### src/rtl/ov5640_init_pkg.sv
// ----------------------------------------------------------------------------
// ov5640_init_pkg
//   Shared definitions for the OV5640 init-table sequencer.
//   - seq_state_e   : sequencer FSM state encoding
//   - REG_*_MSB/LSB : field positions of {reg_addr[15:0], reg_data[7:0]}
//                     inside one init-table word
//   - us_to_cycles(): elaboration-time microsecond to clock-cycle conversion
// ----------------------------------------------------------------------------
package ov5640_init_pkg;

    typedef enum logic [3:0] {
        IDLE,
        PWR_WAIT,
        FETCH,
        LATCH,
        REQ,
        RST_WAIT,
        NEXT,
        DONE,
        ERROR
    } seq_state_e;

    localparam int REG_ADDR_MSB = 23;
    localparam int REG_ADDR_LSB = 8;
    localparam int REG_DATA_MSB = 7;
    localparam int REG_DATA_LSB = 0;

    // clk_freq_hz must be a whole number of MHz; the top module rejects
    // anything else at elaboration so the integer divide below is exact.
    function automatic int unsigned us_to_cycles(input int unsigned delay_us,
                                                 input int unsigned clk_freq_hz);
        return delay_us * (clk_freq_hz / 32'd1_000_000);
    endfunction

endpackage

### src/rtl/ov5640_delay_timer.sv
// ----------------------------------------------------------------------------
// ov5640_delay_timer
//   One-shot down-counter shared by the power-up and post-reset waits.
//   Ports:
//     clk, reset  : clock, synchronous active-high reset
//     load        : arm the timer with load_val cycles (takes priority)
//     load_val    : wait length in clock cycles
//     run         : high while the owner is waiting; dropping it disarms
//     expired     : one-cycle pulse in the last cycle of the wait
//   A wait of N cycles (N >= 1) gives exactly N cycles with run high, the
//   last of which carries expired. A load_val of 0 behaves like 1.
// ----------------------------------------------------------------------------
module ov5640_delay_timer #(
    parameter int CNT_WIDTH = 8
) (
    input  logic                 clk,
    input  logic                 reset,
    input  logic                 load,
    input  logic [CNT_WIDTH-1:0] load_val,
    input  logic                 run,
    output logic                 expired
);

    logic [CNT_WIDTH-1:0] cnt_q, cnt_d;
    logic                 armed_q, armed_d;

    always_comb begin
        cnt_d   = cnt_q;
        armed_d = armed_q;
        expired = 1'b0;
        if (load) begin
            armed_d = 1'b1;
            cnt_d   = (load_val == '0) ? '0 : load_val - CNT_WIDTH'(1);
        end else if (!run) begin
            armed_d = 1'b0;
        end else if (armed_q) begin
            if (cnt_q == '0) begin
                expired = 1'b1;
                armed_d = 1'b0;
            end else begin
                cnt_d = cnt_q - CNT_WIDTH'(1);
            end
        end
    end

    always_ff @(posedge clk) begin
        if (reset) begin
            cnt_q   <= '0;
            armed_q <= 1'b0;
        end else begin
            cnt_q   <= cnt_d;
            armed_q <= armed_d;
        end
    end

endmodule

### src/rtl/ov5640_init_sequencer.sv
// ----------------------------------------------------------------------------
// ov5640_init_sequencer
//   Walks the OV5640 init register table (entries 0..ROM_DEPTH-1) and issues
//   one SCCB write per entry, with a power-up wait before entry 0 and a
//   settle wait after the software-reset entry.
//
//   state    | meaning
//   ---------+--------------------------------------------------------------
//   IDLE     | out of reset, waiting for start
//   PWR_WAIT | power-up delay before the first write
//   FETCH    | rom_addr = index, ROM read in flight
//   LATCH    | capture rom_q into wr_reg_addr / wr_data
//   REQ      | wr_req held until wr_ack / wr_err; NACK retries stay here
//   RST_WAIT | settle delay after the software-reset entry
//   NEXT     | clear retries, advance index or finish
//   DONE     | all entries written (sticky until next start)
//   ERROR    | retries exhausted; rom_addr holds the failing index
//
//   Ports:
//     clk, reset   : clock, synchronous active-high reset
//     start        : one-cycle pulse, accepted in IDLE/DONE/ERROR only
//     rom_addr     : table index to the ROM
//     rom_q        : registered ROM word, valid one clk after rom_addr
//     wr_req       : SCCB write request, held until wr_ack or wr_err
//     wr_reg_addr  : register address for the write
//     wr_data      : register data for the write
//     wr_ack       : write completed with ACK (pulse)
//     wr_err       : write NACKed (pulse); wins over a coincident wr_ack
//     busy         : sequence in progress
//     done         : all entries written
//     err          : an entry failed after MAX_RETRY re-issues
// ----------------------------------------------------------------------------
module ov5640_init_sequencer
    import ov5640_init_pkg::*;
#(
    parameter int unsigned CLK_FREQ         = 50_000_000,
    parameter int          ADDR_WIDTH       = 8,
    parameter int          DATA_WIDTH       = 24,
    parameter int          ROM_DEPTH        = 252,
    parameter int          RESET_INDEX      = 1,
    parameter int unsigned POWERUP_DELAY_US = 20000,
    parameter int unsigned RESET_DELAY_US   = 5000,
    parameter int          MAX_RETRY        = 3
) (
    input  logic                  clk,
    input  logic                  reset,
    input  logic                  start,
    output logic [ADDR_WIDTH-1:0] rom_addr,
    input  logic [DATA_WIDTH-1:0] rom_q,
    output logic                  wr_req,
    output logic [15:0]           wr_reg_addr,
    output logic [7:0]            wr_data,
    input  logic                  wr_ack,
    input  logic                  wr_err,
    output logic                  busy,
    output logic                  done,
    output logic                  err
);

    localparam int unsigned PWR_CYCLES = us_to_cycles(POWERUP_DELAY_US, CLK_FREQ);
    localparam int unsigned RST_CYCLES = us_to_cycles(RESET_DELAY_US, CLK_FREQ);
    localparam int unsigned MAX_CYCLES = (PWR_CYCLES > RST_CYCLES) ? PWR_CYCLES : RST_CYCLES;
    localparam int CNT_WIDTH   = (MAX_CYCLES < 1) ? 1 : $clog2(MAX_CYCLES + 1);
    localparam int RETRY_WIDTH = (MAX_RETRY < 1) ? 1 : $clog2(MAX_RETRY + 1);

    localparam logic [CNT_WIDTH-1:0]   PWR_LOAD  = CNT_WIDTH'(PWR_CYCLES);
    localparam logic [CNT_WIDTH-1:0]   RST_LOAD  = CNT_WIDTH'(RST_CYCLES);
    localparam logic [ADDR_WIDTH-1:0]  LAST_IDX  = ADDR_WIDTH'(ROM_DEPTH - 1);
    localparam logic [ADDR_WIDTH-1:0]  RST_IDX   = ADDR_WIDTH'(RESET_INDEX);
    localparam logic [RETRY_WIDTH-1:0] RETRY_MAX = RETRY_WIDTH'(MAX_RETRY);

    if (longint'(ROM_DEPTH) > (64'sd1 <<< ADDR_WIDTH)) begin : g_depth_check
        $error("ROM_DEPTH does not fit in ADDR_WIDTH");
    end
    if ((CLK_FREQ % 32'd1_000_000) != 0) begin : g_freq_check
        $error("CLK_FREQ must be a multiple of 1 MHz");
    end

    seq_state_e             state_q, state_d;
    logic [ADDR_WIDTH-1:0]  index_q, index_d;
    logic [RETRY_WIDTH-1:0] retry_q, retry_d;
    logic                   wr_req_q, wr_req_d;
    logic [15:0]            wr_reg_addr_q, wr_reg_addr_d;
    logic [7:0]             wr_data_q, wr_data_d;

    logic                   tmr_load;
    logic [CNT_WIDTH-1:0]   tmr_load_val;
    logic                   tmr_run;
    logic                   tmr_expired;

    assign tmr_run = (state_q == PWR_WAIT) || (state_q == RST_WAIT);

    ov5640_delay_timer #(
        .CNT_WIDTH (CNT_WIDTH)
    ) u_delay_timer (
        .clk      (clk),
        .reset    (reset),
        .load     (tmr_load),
        .load_val (tmr_load_val),
        .run      (tmr_run),
        .expired  (tmr_expired)
    );

    always_comb begin
        state_d       = state_q;
        index_d       = index_q;
        retry_d       = retry_q;
        wr_req_d      = wr_req_q;
        wr_reg_addr_d = wr_reg_addr_q;
        wr_data_d     = wr_data_q;
        tmr_load      = 1'b0;
        tmr_load_val  = '0;

        unique case (state_q)
            IDLE, DONE, ERROR: begin
                if (start) begin
                    state_d      = PWR_WAIT;
                    index_d      = '0;
                    retry_d      = '0;
                    tmr_load     = 1'b1;
                    tmr_load_val = PWR_LOAD;
                end
            end
            PWR_WAIT: begin
                if (tmr_expired) state_d = FETCH;
            end
            FETCH: begin
                state_d = LATCH;
            end
            LATCH: begin
                wr_reg_addr_d = rom_q[REG_ADDR_MSB:REG_ADDR_LSB];
                wr_data_d     = rom_q[REG_DATA_MSB:REG_DATA_LSB];
                wr_req_d      = 1'b1;
                state_d       = REQ;
            end
            REQ: begin
                // wr_req low while in REQ is the one-cycle gap before a
                // retry; responses are only honoured while requesting.
                if (!wr_req_q) begin
                    wr_req_d = 1'b1;
                end else if (wr_err) begin
                    wr_req_d = 1'b0;
                    if (retry_q < RETRY_MAX) begin
                        retry_d = retry_q + RETRY_WIDTH'(1);
                    end else begin
                        state_d = ERROR;
                    end
                end else if (wr_ack) begin
                    wr_req_d = 1'b0;
                    if (index_q == RST_IDX) begin
                        state_d      = RST_WAIT;
                        tmr_load     = 1'b1;
                        tmr_load_val = RST_LOAD;
                    end else begin
                        state_d = NEXT;
                    end
                end
            end
            RST_WAIT: begin
                if (tmr_expired) state_d = NEXT;
            end
            NEXT: begin
                retry_d = '0;
                if (index_q == LAST_IDX) begin
                    state_d = DONE;
                end else begin
                    index_d = index_q + ADDR_WIDTH'(1);
                    state_d = FETCH;
                end
            end
            default: begin
                state_d  = IDLE;
                wr_req_d = 1'b0;
            end
        endcase
    end

    always_ff @(posedge clk) begin
        if (reset) begin
            state_q       <= IDLE;
            index_q       <= '0;
            retry_q       <= '0;
            wr_req_q      <= 1'b0;
            wr_reg_addr_q <= '0;
            wr_data_q     <= '0;
        end else begin
            state_q       <= state_d;
            index_q       <= index_d;
            retry_q       <= retry_d;
            wr_req_q      <= wr_req_d;
            wr_reg_addr_q <= wr_reg_addr_d;
            wr_data_q     <= wr_data_d;
        end
    end

    // rom_addr follows the index in every state, so it already points at the
    // failing entry when the sequencer stops in ERROR.
    assign rom_addr    = index_q;
    assign wr_req      = wr_req_q;
    assign wr_reg_addr = wr_reg_addr_q;
    assign wr_data     = wr_data_q;
    assign busy        = !((state_q == IDLE) || (state_q == DONE) || (state_q == ERROR));
    assign done        = (state_q == DONE);
    assign err         = (state_q == ERROR);

endmodule

### config.mk
export PLATFORM = sky130hd
export DESIGN_NAME = ov5640_init_sequencer
export DESIGN_NICKNAME = d
export VERILOG_FILES = /design/src/rtl/ov5640_init_pkg.sv /design/src/rtl/ov5640_delay_timer.sv /design/src/rtl/ov5640_init_sequencer.sv
export SDC_FILE = /design/constraint.sdc
export NUM_CORES = 1
export LEC_CHECK = 0
export ABC_AREA = 0
export CORE_MARGIN = 2
export CORE_UTILIZATION = 30
export DETAILED_ROUTE_END_ITERATION = 7
export GPL_ROUTABILITY_DRIVEN = 0
export SETUP_SLACK_MARGIN = 0.5
export SLEW_MARGIN = 25
export SYNTH_ARGS = -nofsm -noshare
export SYNTH_HDL_FRONTEND = slang
export SYNTH_SLANG_ARGS = --single-unit
### constraint.sdc
create_clock -name clk -period 1.78 [get_ports clk]
set_input_delay 0.178 -clock clk [delete_from_list [all_inputs] [get_ports clk]]
set_output_delay 0.178 -clock clk [all_outputs]
set_load 0.02 [all_outputs]
==> run metrics <==
outcome=finished with violations; failing checks=negative setup slack; RSZ-0062 raised after global routing=yes; clock latency on the worst-skew pair=0.36 ns; final worst slack=-0.123 ns; CTS tree=built; CP startpoint=u_delay_timer.cnt_q[10]$_SDFFE_PP0P_; vias per cell=approximately 5.3; worst slew pin tran=0.363 ns; Syn Inst Count=~370; syn nets=between 400 and 500; CP Launch Type=register; antenna viol nets, final=0; kind of critical path=register to register; met3 usage=0.0343; n_diodes=0; H-tree depth=3; drt drc=0; max-slew violations=0; cts bufs inserted=9; sequential cell area=0.00125 mm^2; Worst Path Arrival=around 2.1 ns; share of cells above drive strength 1=0.549; final hold vios=0; leading post-synthesis cells by cell area=dfxtp_1 (39%), a21oi_1 (7.1%), nand2_1 (6.8%); final setup fails=12; core area=0.00982 mm^2; met1 Use GR=0.240; async set or reset register ratio after synthesis=0; area leader, netlist=dfxtp_1; vias=about 3.6k; initial antenna violation count=0; Synth Register Bits=60; DR WL/cell=around 17 um; gr ovfl total=0; clock-pin slew on the worst setup and hold paths=around 0.080 ns; drt total wl=roughly 12000 um; worst r2r src=u_delay_timer.cnt_q[10]$_SDFFE_PP0P_; Worst Clk Skew=about 0.011 ns; Worst setup EP type=register; post-route clock period utilization=1.07; Placed Cells incl. Taps=around 600; leakage power=~2.5 nW; area of the multi-input gates=around 0.0025 mm^2; Max Fclk=~530 MHz; Power per Cell Area=roughly 1200 mW/mm^2; Yosys warnings=0; Crit Path Max Fanout=3; Post-synth EDFFs=0; GRT Total Usage=0.202; clk buf depth=2; hold crit path type=input pin to register; Starting Density=0.310; hold_buf cts=0; Max-Slew Margin vs Limit=0.758; Port Buffers=64; pre-CTS setup slack=-0.108 ns; peak supply drop=~0.00080 V; hpwl dp=between 6000 and 7000 um; clk root buf=clkbuf_8; reg2reg end=u_delay_timer.cnt_q[19]$_SDFFE_PP0P_; Synth Area per Inst=~8 um^2; FILL cells=slightly below 800; max-cap check violation count=0; vias in the first global route=between 3k and 4k; Syn Std Cell Area=0.00304 mm^2; crit path to=u_delay_timer.cnt_q[19]$_SDFFE_PP0P_; die width=105 um; Most used DFF post-synth=dfxtp_1; # rows=36; clk sinks=60; Die Area=roughly 0.011 mm^2; setup_tns=-0.501 ns; met2 global-route usage=0.355; r2r worst-path depth=5; top-area cell type share of the netlist area=0.395; area growth from synthesis to final layout=97.7%; Top Usage Layer GRT=met2; register area share after synthesis=0.395; CP Data Required Time=roughly 2 ns; Final min period=between 1.5 and 2 ns; Starting DRT DRC Count=between 150 and 200; Pre-antenna DRT Iters=4; Die Span Y=~100 um; # IOs=between 60 and 70; Net count, final=580; largest net degree at the start of global routing=23; Post-Layout Cell Count=between 600 and 700; most frequent cells in the layout=buf_4 (71), dfxtp_1 (40), buf_6 (35); Synth cell types=53; first-pass GRT wire length=about 18000 um; commonest non-fill, non-tap cell in the layout=buf_4; R2R Setup Slk=-0.12 ns
==> metrics by stage <==
step           power [mW]  utilization  hold slack, ns  instance area, um^2
6_report             7.35        0.613           0.166                 6010
5_1_grt              7.71        0.613           0.177                 6010
4_1_cts              6.78        0.576           0.176                 5650
3_5_place_dp         4.37        0.445           0.446                 4370
3_3_place_gp         4.34        0.445           0.442                 4370
2_1_floorplan        3.34            -           0.314                 3270
==> power breakdown <==
part	total (mW)	switching (mW)	internal [mW]
Clock	1.38	0.633	0.742
Combinational	4.09	1.93	2.16
Sequential	1.88	0.291	1.59
==> worst min path at each step <==
stage                                  from                 endpoint  cells past startpoint
CTS                                   reset  retry_q[1]$_SDFFE_PP0P_                      2
global route                          reset      wr_req$_SDFFE_PP0N_                      2
detailed placement  wr_data[6]$_SDFFE_PP0P_  wr_data[6]$_SDFFE_PP0P_                      2
global placement    wr_data[1]$_SDFFE_PP0P_  wr_data[1]$_SDFFE_PP0P_                      2
floorplan                          rom_q[7]  wr_data[7]$_SDFFE_PP0P_                      2
finish                                reset  retry_q[0]$_SDFFE_PP0P_                      2
==> repair_timing <==
action                                  in CTS  in global routing
endpoints found under the setup margin      96                 73
pin swaps                                   76                 42
gates cloned                                 5                  0
gates resized for setup                    239                 69
buffers inserted                            33                 17
==> critical path, stage by stage, from the launching register on <==
cell	delay, ns
dfxtp_2	0.33
or4_4	0.53
or4b_4	0.50
nor4_4	0.16
xnor2_1	0.16
o22ai_1	0.10
==> cell families (layout without fill, tap and decap cells) <==
kind of cell               count (synthesis)  count (layout)  synth area share
and+or+nand+nor                          167             167             0.291
AOI/OAI and AO/OA                         83              83             0.170
DFF                                       60              60             0.395
buffers and inverters                     33             207            0.0436
xor gates and xnor gates                  21              21            0.0605
adders and majority gates                  8               8            0.0329
muxes                                      2               2           0.00658
==> state kept, by name, summed over array words and instances, names as in the netlist <==
register and cells:
rom_addr 8, wr_data 8, u_delay_timer.cnt_q 20, state_q 4
wr_req 1, retry_q 2, u_delay_timer.armed_q 1, wr_reg_addr 16
==> synthesized netlist by cell type (all sizes together), types with 2 or more instances <==
| master | instances |
|---|---|
| o22ai | 3 |
| and4 | 2 |
| ha | 8 |
| inv | 9 |
| a21oi | 45 |
| and4bb | 2 |
| o2111ai | 2 |
| nand3 | 5 |
| xnor2 | 6 |
| nor4 | 14 |
| nand2 | 55 |
| or4 | 5 |
| nor3 | 12 |
| a31oi | 3 |
| or3 | 3 |
| nand2b | 8 |
| clkbuf | 22 |
| nor2 | 27 |
| nand4 | 11 |
| a211oi | 4 |
| nand3b | 2 |
| and3 | 2 |
| a32oi | 2 |
| buf | 2 |
| nor4b | 4 |
| a21o | 2 |
| xor2 | 15 |
| a311oi | 2 |
| and2 | 6 |
| nor2b | 5 |
| mux2i | 2 |
| o21ai | 5 |
| o211ai | 5 |
| dfxtp | 60 |
==> layout make-up <==
type,count,share of cell area
sequential,60,0.208
clock buffer,10,0.0248
multi-input combinational,281,0.423
tap,133,0.0277
inverter,9,0.00562
clock inverter,6,0.0112
timing repair buffer,182,0.300
==> per-layer routing <==
metal | vias up | routed length [um]
li1 | 1699 | -
met1 | 1751 | 4930
met2 | 103 | 6170
met3 | 29 | 348
met4 | 0 | 313
met5 | - | 0
(Power assumes the default switching activity.)
